File: src/rtl/fft_pkg.sv
// fft_pkg: shared magnitude width, peak-detector state type and saturating abs
package fft_pkg;
  localparam int MAG_EXTRA = 1;
  typedef enum logic [1:0] {IDLE, ACCUM, DRAIN, HOLD} state_t;
  function automatic int mag_width(input int w);
    return w + MAG_EXTRA;
  endfunction
  // |x| for a w-bit signed value held sign-extended in 32 bits; the most negative value clamps to max positive
  function automatic logic [31:0] sat_abs(input logic signed [31:0] x, input int w);
    if (x == -(32'sd1 <<< (w - 1))) return (32'd1 << (w - 1)) - 32'd1;
    return x[31] ? unsigned'(-x) : unsigned'(x);
  endfunction
endpackage

File: src/rtl/fft_mag_approx.sv
// fft_mag_approx: 2-stage alpha-max-beta-min magnitude pipeline with valid and local index
module fft_mag_approx
  import fft_pkg::*;
#(
  parameter int W  = 16,
  parameter int SB = 4
) (
  input  logic                        i_clk,
  input  logic                        i_reset,
  input  logic                        i_valid,
  input  logic signed [W-1:0]         i_data_i,
  input  logic signed [W-1:0]         i_data_q,
  input  logic        [SB-1:0]        i_idx,
  output logic                        o_valid,
  output logic        [SB-1:0]        o_idx,
  output logic        [mag_width(W)-1:0] o_mag,
  output logic                        o_busy
);
  localparam int MW = mag_width(W);
  logic          v1;
  logic [SB-1:0] idx1;
  logic [W-1:0]  a, b, mx, mn;
  assign mx = a > b ? a : b;
  assign mn = a > b ? b : a;
  assign o_busy = v1 | o_valid;
  // stage 1: absolute values
  always_ff @(posedge i_clk) begin
    v1   <= i_reset ? 1'b0 : i_valid;
    idx1 <= i_idx;
    a    <= W'(sat_abs(32'(i_data_i), W));
    b    <= W'(sat_abs(32'(i_data_q), W));
  end
  // stage 2: max + min/2
  always_ff @(posedge i_clk) begin
    o_valid <= i_reset ? 1'b0 : v1;
    o_idx   <= idx1;
    o_mag   <= MW'(mx) + MW'(mn >> 1);
  end
endmodule

File: src/rtl/fft_quarter_peak_detect.sv
// fft_quarter_peak_detect: per-quarter magnitude peak search with held valid/ready result
module fft_quarter_peak_detect
  import fft_pkg::*;
#(
  parameter int SIZE_BUFFER   = 4,
  parameter int DATA_FFT_SIZE = 16,
  parameter int QUARTER       = 0
) (
  input  logic                                 i_clk,
  input  logic                                 i_reset,
  input  logic                                 i_valid,
  input  logic signed [DATA_FFT_SIZE-1:0]      i_data_i,
  input  logic signed [DATA_FFT_SIZE-1:0]      i_data_q,
  output logic                                 o_ready,
  output logic                                 o_peak_valid,
  output logic        [SIZE_BUFFER-1:0]        o_peak_index,
  output logic        [mag_width(DATA_FFT_SIZE)-1:0] o_peak_mag,
  input  logic                                 i_peak_ready
);
  localparam int SB = SIZE_BUFFER;
  localparam int NQ = 1 << (SB - 2);
  localparam logic [SB-1:0] OFFSET = SB'(QUARTER * NQ);
  localparam logic [SB-1:0] LAST   = SB'(NQ - 1);
  state_t                                state;
  logic [SB-1:0]                         count, m_idx;
  logic [mag_width(DATA_FFT_SIZE)-1:0]   m_mag;
  logic                                  m_valid, m_busy, take;
  assign take = i_valid & o_ready;
  fft_mag_approx #(.W(DATA_FFT_SIZE), .SB(SB)) u_mag (
    .i_clk    (i_clk),
    .i_reset  (i_reset),
    .i_valid  (take),
    .i_data_i (i_data_i),
    .i_data_q (i_data_q),
    .i_idx    (count),
    .o_valid  (m_valid),
    .o_idx    (m_idx),
    .o_mag    (m_mag),
    .o_busy   (m_busy)
  );
  // frame sequencing: collect NQ bins, let the pipeline drain, then hold the result
  always_ff @(posedge i_clk) begin
    if (i_reset) begin
      state        <= IDLE;
      count        <= '0;
      o_ready      <= 1'b1;
      o_peak_valid <= 1'b0;
    end else begin
      case (state)
        IDLE, ACCUM: if (take) begin
          count   <= count + 1'b1;
          state   <= count == LAST ? DRAIN : ACCUM;
          o_ready <= count != LAST;
        end
        DRAIN: if (!m_busy) begin
          state        <= HOLD;
          o_peak_valid <= 1'b1;
        end
        HOLD: if (i_peak_ready) begin
          state        <= IDLE;
          count        <= '0;
          o_ready      <= 1'b1;
          o_peak_valid <= 1'b0;
        end
      endcase
    end
  end
  // first bin of a frame loads the peak; later bins only on strictly larger magnitude
  always_ff @(posedge i_clk) begin
    if (i_reset) begin
      o_peak_index <= '0;
      o_peak_mag   <= '0;
    end else if (m_valid && (m_idx == '0 || m_mag > o_peak_mag)) begin
      o_peak_index <= OFFSET + m_idx;
      o_peak_mag   <= m_mag;
    end
  end
endmodule

File: config.mk
export PLATFORM = sky130hd
export DESIGN_NAME = fft_quarter_peak_detect
export DESIGN_NICKNAME = d
export VERILOG_FILES = /design/src/rtl/fft_pkg.sv /design/src/rtl/fft_mag_approx.sv /design/src/rtl/fft_quarter_peak_detect.sv
export SDC_FILE = /design/constraint.sdc
export NUM_CORES = 1
export LEC_CHECK = 0
export BUFFER_PORTS_ARGS = -buffer_cell sky130_fd_sc_hd__buf_2
export CAP_MARGIN = 20
export CORE_MARGIN = 2
export CORE_UTILIZATION = 45
export DETAILED_ROUTE_END_ITERATION = 10
export GPL_ROUTABILITY_DRIVEN = 0
export PLACE_DENSITY = 0.66
export SYNTH_ARGS = -nofsm -noshare
export SYNTH_HDL_FRONTEND = slang
export SYNTH_SLANG_ARGS = --single-unit
File: constraint.sdc
create_clock -name i_clk -period 5.2 [get_ports i_clk]
set_clock_uncertainty 0.1 [all_clocks]
set_input_delay 0.26 -clock i_clk [delete_from_list [all_inputs] [get_ports i_clk]]
set_output_delay 0.26 -clock i_clk [all_outputs]
set_load 0.03 [all_outputs]
# Yosys cells after proc, flatten, opt, wreduce, memory -nomap -nowiden
# Index checks and enable logic that the tools add are counted.
[op_classes]
reduce_logical = 10
eq_ne = 10
n_addsub = 4
magnitude_cmp = 2
n_bitwise = 2
muxes = 24
[op_table]
columns = ["op", "n"]
rows = [
  ["2-to-1 mux 16 bit", 8],
  ["== test 16 bit (second input constant)", 2],
  ["negation 16 bit", 2],
  ["adder 16 x 15 -> 17 bit", 1],
  ["greater-than comparator 17 bit", 1],
  ["greater-than comparator 16 bit", 1],
  ["AND reduction 3 bit", 3],
  ["2-to-1 mux 2 bit", 4],
  ["2-to-1 mux 4 bit", 2],
  ["one-hot mux 4 bit (2 select lines)", 1],
  ["2-to-1 mux 1 bit", 6],
  ["one-hot mux 2 bit (3 select lines)", 1],
  ["adder 4 x 1 -> 4 bit (second input constant)", 1],
  ["== test 2 bit (second input constant)", 2],
  ["== test 4 x 2 -> 1 bit (second input constant)", 1],
  ["zero test 4 bit", 1],
  ["inequality test 2 bit (second input constant)", 2],
  ["inequality test 4 x 2 -> 1 bit (second input constant)", 1],
  ["one-hot mux 1 bit (2 select lines)", 2],
  ["nonzero test 2 bit", 2],
  ["== test 2 x 1 -> 1 bit (second input constant)", 1],
  ["zero test 2 bit", 1],
  ["inequality test 2 x 1 -> 1 bit (second input constant)", 1],
  ["OR reduction 2 bit", 1],
  ["other kinds (4)", 4],
]
[word_totals]
in_bits = 36
output_inout_bits = 23
word_cells = 65
register_bits = 88

# Depth between registers and ports, before layout
[logic_depth]
depth_word = 4
ltp_mapped = 18

# Cells and area by module
# From an unflattened synthesis, not the netlist that was laid out.
[unflattened]
hier_cells = 590
area_unflattened_um2 = 5250.0
[modules_own_cells]
columns = ["mod", "instances", "area_per_inst_um2", "cells_per_inst"]
rows = [
  ["fft_mag_approx", 1, 3500.9, 392],
  ["fft_quarter_peak_detect", 1, 1749.2, 198],
]

# Least setup slack after synthesis
# OpenSTA, ideal clock, no wires.
[synth_path]
path_type = "flip-flop to flip-flop"
startpoint = "register u_mag.b[11]"
endpoint = "register u_mag.o_mag[16]"
synth_period_minus_slack_ns = 3.992
path_stages_with_launch = 19
arrival_ns = 3.777
t_required_ns = 4.985
path_slack_ns = 1.208
cell_sequence = "dfxtp_1 -> inv_1 -> ha_1 -> a211oi_2 -> nor2_1 -> a211o_1 -> a221oi_2 -> a21oi_4 -> buf_6 -> mux2_4 -> ha_1 -> fa_1 -> a211oi_1 -> o21ai_0 -> a21oi_1 -> o21ai_0 -> nand2_1 -> a21boi_0 -> o21ba_1"
[synth_via]
elab_chain_len = 3
word_cells_on_any_way = 4
cone_classes = "1 x add/sub; 1 x order compare; 2 x mux"
[synth_rtl]
columns = ["item", "line", "text"]
rows = [
  ["from (decl)", "fft_mag_approx.sv:22", "logic [W-1:0] a, b, mx, mn;"],
  ["from (signal assigned)", "fft_mag_approx.sv:31", "b <= W'(sat_abs(32'(i_data_q), W));"],
  ["greater-than comparator 16 bit", "fft_mag_approx.sv:23, fft_mag_approx.sv:24", ""],
  ["2-to-1 mux 16 bit, on equally long branches", "fft_mag_approx.sv:23, fft_mag_approx.sv:24", ""],
  ["adder 16 x 15 -> 17 bit *", "fft_mag_approx.sv:37", "o_mag <= MW'(mx) + MW'(mn >> 1);"],
  ["to (signal assigned)", "fft_mag_approx.sv:37", ""],
  ["to (decl)", "fft_mag_approx.sv:16", "output logic [mag_width(W)-1:0] o_mag,"],
]
# Every way passes the cells marked *; elsewhere a longest branch is shown, timed or not.
# A chain may end at the register's enable or synchronous reset.

# Worst setup path after layout
[layout_path]
startpoint = "register u_mag.b[2]"
endpoint = "register u_mag.o_mag[16]"
# The elaborated chain is that of the path after synthesis.

==> impl_metrics.toml <==
[drt]
detail_route.iter0.violations = 136
drt-vias-per-instance = 5.12
avgRoutedWirePerCell_um = 12.7
num_vias = 3835
route.detailed.drc = 0
routed_wirelength_mm = 9.48
detail_route.first_pass.iterations = 4
ant_nets = 0

[sta]
totalNegativeSetupSlack_ns = 0
timing_worst_slew_pin_value_ns = 0.856
finalCriticalPeriod_ns = 4.35
final-hold-violation-count = 0
timing_max_transition_violations_final = 0
slew_headroom_pct = 42.8
setup-violations-final = 0
grt_setup_unrepaired = "false"
post-route-period-util_pct = 83.6
max_freq_mhz = 230

[floorplanning]
die_area_sq_um = 11700
die_x_um = 108
io_pins = 59
die_h_um = 108
starting_density_of_the_core_pct = 45.6
placeableCoreArea_sq_um = 10700
row_count = 38

[min_path]
worst_hold_path_type = "input port to flop"
hold_path_startpoint = "i_data_i[13]"

[clocking]
ctsResizeCount = 0
worst_skew_pair.late_latency_ns = 0.36
h-tree-depth = 3
tritoncts.num_buffers = 9
clkSinkCount = 88
cts.path.max_buffers = 2
clock_tree_from_tritoncts = "yes"
cts-root-buf = "clkbuf_8"
clock_slew_at_the_register_clock_pins_of_the_worst_setup_and_hold_paths_ns = 0.10
postCtsSetupBuffers = 0
cts_hold_buf = 1

[power]
cellPowerDensity_nw_per_um2 = 382
irDropWorstVdd_mv = 0.143
static-leakage-power_nw = 2.51

[logic_synthesis]
syn-mean-instance-area_sq_um = 8.96
postSynthRegisterBits = 88
synth_mux_area_share_pct = 9.29
synth_edf_count = 0
synth_warnings = 0
synth-async-reset-ratio_pct = 0
netlist.area_leader.share_pct = 35.9
syn_area_sq_um = 4900
yosys.area_share.xor_xnor_pct = 6.07
synth_compound_gate_area_share_pct = 15.0
synth_simple_gate_area_share_pct = 15.2
dominant_combinational_cell_family_by_area_after_synthesis = "simple AND/OR/NAND/NOR gates"
synthesis.nets = 635
synth_cells = 547
post_synth_main_area_contributors = "dfxtp_1, ha_1, mux2i_1, nand2_1, xor2_1"
synth.lib_cells_used.distinct = 59
synth-seq-area-share_pct = 35.9
post_synth_fa_ha_maj_area_fraction_pct = 13.4
synth.largest_area_cell = "dfxtp_1"
most_frequently_used_flop_master_after_synthesis = "dfxtp_1"

[grt]
met1_grt_util_pct = 20.6
grt_first_pass_wirelength_mm = 15.7
grt_max_degree = 31
grt_antenna_before_repair = 0
grt_busiest_layer = "met2"
global_route.usage.total_pct = 16.7
gr-usage-met3_pct = 3.62
grtUsageMet2_pct = 29.3
vias_in_the_first_global_route = 3492
gr-total-overflow = 0

[critical_path]
cp_max_fanout = 19
cp-start-kind = "flop"
crit_type = "flop to flop"
worst_setup_path_end_kind = "flop"
worst_setup_sp = "u_mag.b[2]$_SDFF_PP1_"
r2r_setup_slack_ns = 0.85
worst-endpoint-arrival_ns = 4.50
reg2reg_from = "u_mag.b[2]$_SDFF_PP1_"
cp_data_required_time_ns = 5.35

[final_layout]
layout_stage_area_growth_over_the_synthesis_result_pct = 12.6
final_nets = 692
fin_cells = 749
drive_gt1_share_pct = 15.9
antenna_cells = 0
mostFrequentLayoutCells = "dfxtp_1, nand2_1, buf_2, ha_1, nor2_1"
leading_cell_type_in_the_layout_fill_and_taps_excluded = "dfxtp_1"

[flow_run]
max_cap_violations = 0

[placed_design]
place.port_buffers = 58
post-place-cells = 732
hpwlAfterDp_mm = 7.55

[status]
status = "complete, no violations"
-- sequential cells by signal, summed over array words and instances, names as in the netlist, 4 cells and up --
| register | flops |
|---|---|
| o_peak_mag | 17 |
| u_mag.idx1 | 4 |
| u_mag.b | 16 |
| o_peak_index | 4 |
| u_mag.a | 16 |
| u_mag.o_idx | 4 |
| count | 4 |
| u_mag.o_mag | 17 |
-- kinds of logic after synthesis --
kind of cell	Yosys count
AO/OA/AOI/OAI	114
adder cells (fa/ha/maj)	52
buffers and inverters	60
multiplexers	39
XOR/XNOR	34
flip-flops	88
AND/OR/NAND/NOR	160
-- critical path: stages, from the launching register on --
cell	delay, ns
dfxtp_1	0.35
inv_1	0.06
ha_1	0.31
a21o_1	0.19
a211oi_1	0.25
o221ai_1	0.17
a221oi_2	0.33
a21oi_4	0.17
mux2_4	0.34
ha_1	0.23
fa_1	0.44
a211oi_1	0.29
o21ai_0	0.16
a21oi_1	0.29
o21ai_0	0.14
nand2_1	0.10
a21boi_0	0.12
o21ba_1	0.19
-- final timing paths --
path,depth (start not counted),end
setup reg to reg,17,u_mag.o_mag[16]$_DFF_P_
setup / recovery,17,u_mag.o_mag[16]$_DFF_P_
hold reg to reg,0,u_mag.o_idx[1]$_DFF_P_
hold / removal,3,u_mag.a[13]$_SDFF_PP1_
-- metal layers --
layer	share of wire (%)	vias to the layer above
met5	0	-
met1	48	1733
met3	4.1	4
met4	0.58	0
met2	47	77
li1	-	2021
-- per-stage QoR --
stage               utilization, %  cell area, sq um  setup WS [ns]  total power, W  hold slack [ns]
floorplan                        -              4900           1.21         0.00147            0.210
global placement              49.4              5310          0.986         0.00161            0.214
detailed placement            49.4              5310          0.827         0.00164            0.216
CTS                           51.4              5520          0.814         0.00213           0.0240
global route                  51.4              5520          0.569         0.00228           0.0540
finish                        51.4              5520          0.850         0.00211           0.0408
-- synthesized netlist by cell type, drive strengths merged (2+ instances only) --
| cell | n |
|---|---|
| a211oi | 9 |
| a21o | 8 |
| a21oi | 28 |
| and3 | 2 |
| and4 | 2 |
| buf | 6 |
| clkbuf | 9 |
| dfxtp | 88 |
| ha | 51 |
| inv | 45 |
| mux2 | 16 |
| mux2i | 23 |
| nand2 | 61 |
| nand2b | 6 |
| nand3 | 6 |
| nand4 | 7 |
| nor2 | 48 |
| nor2b | 5 |
| nor3 | 4 |
| nor3b | 2 |
| nor4 | 6 |
| o211ai | 4 |
| o21a | 2 |
| o21ai | 36 |
| o21bai | 5 |
| o31ai | 8 |
| o41ai | 2 |
| or3 | 3 |
| xnor2 | 9 |
| xor2 | 25 |
-- cell type report --
| type | count | area [sq um] |
|---|---|---|
| clock buffer | 10 | 128 |
| fill | 1033 | 5220 |
| inverter | 45 | 169 |
| tap | 140 | 175 |
| clock inverter | 6 | 73.8 |
| multi-input combinational | 399 | 2900 |
| timing repair buffer | 61 | 315 |
| sequential | 88 | 1760 |
-- power breakdown --
part	total, W	switching, W	leakage, nW	internal (W)
sequential	0.000855	0.0000690	0.730	0.000786
clock	0.000482	0.000253	0.0954	0.000229
combinational	0.000771	0.000414	1.69	0.000356
total	0.00211	0.000736	2.51	0.00137
Power figures use the tool's default switching activity.
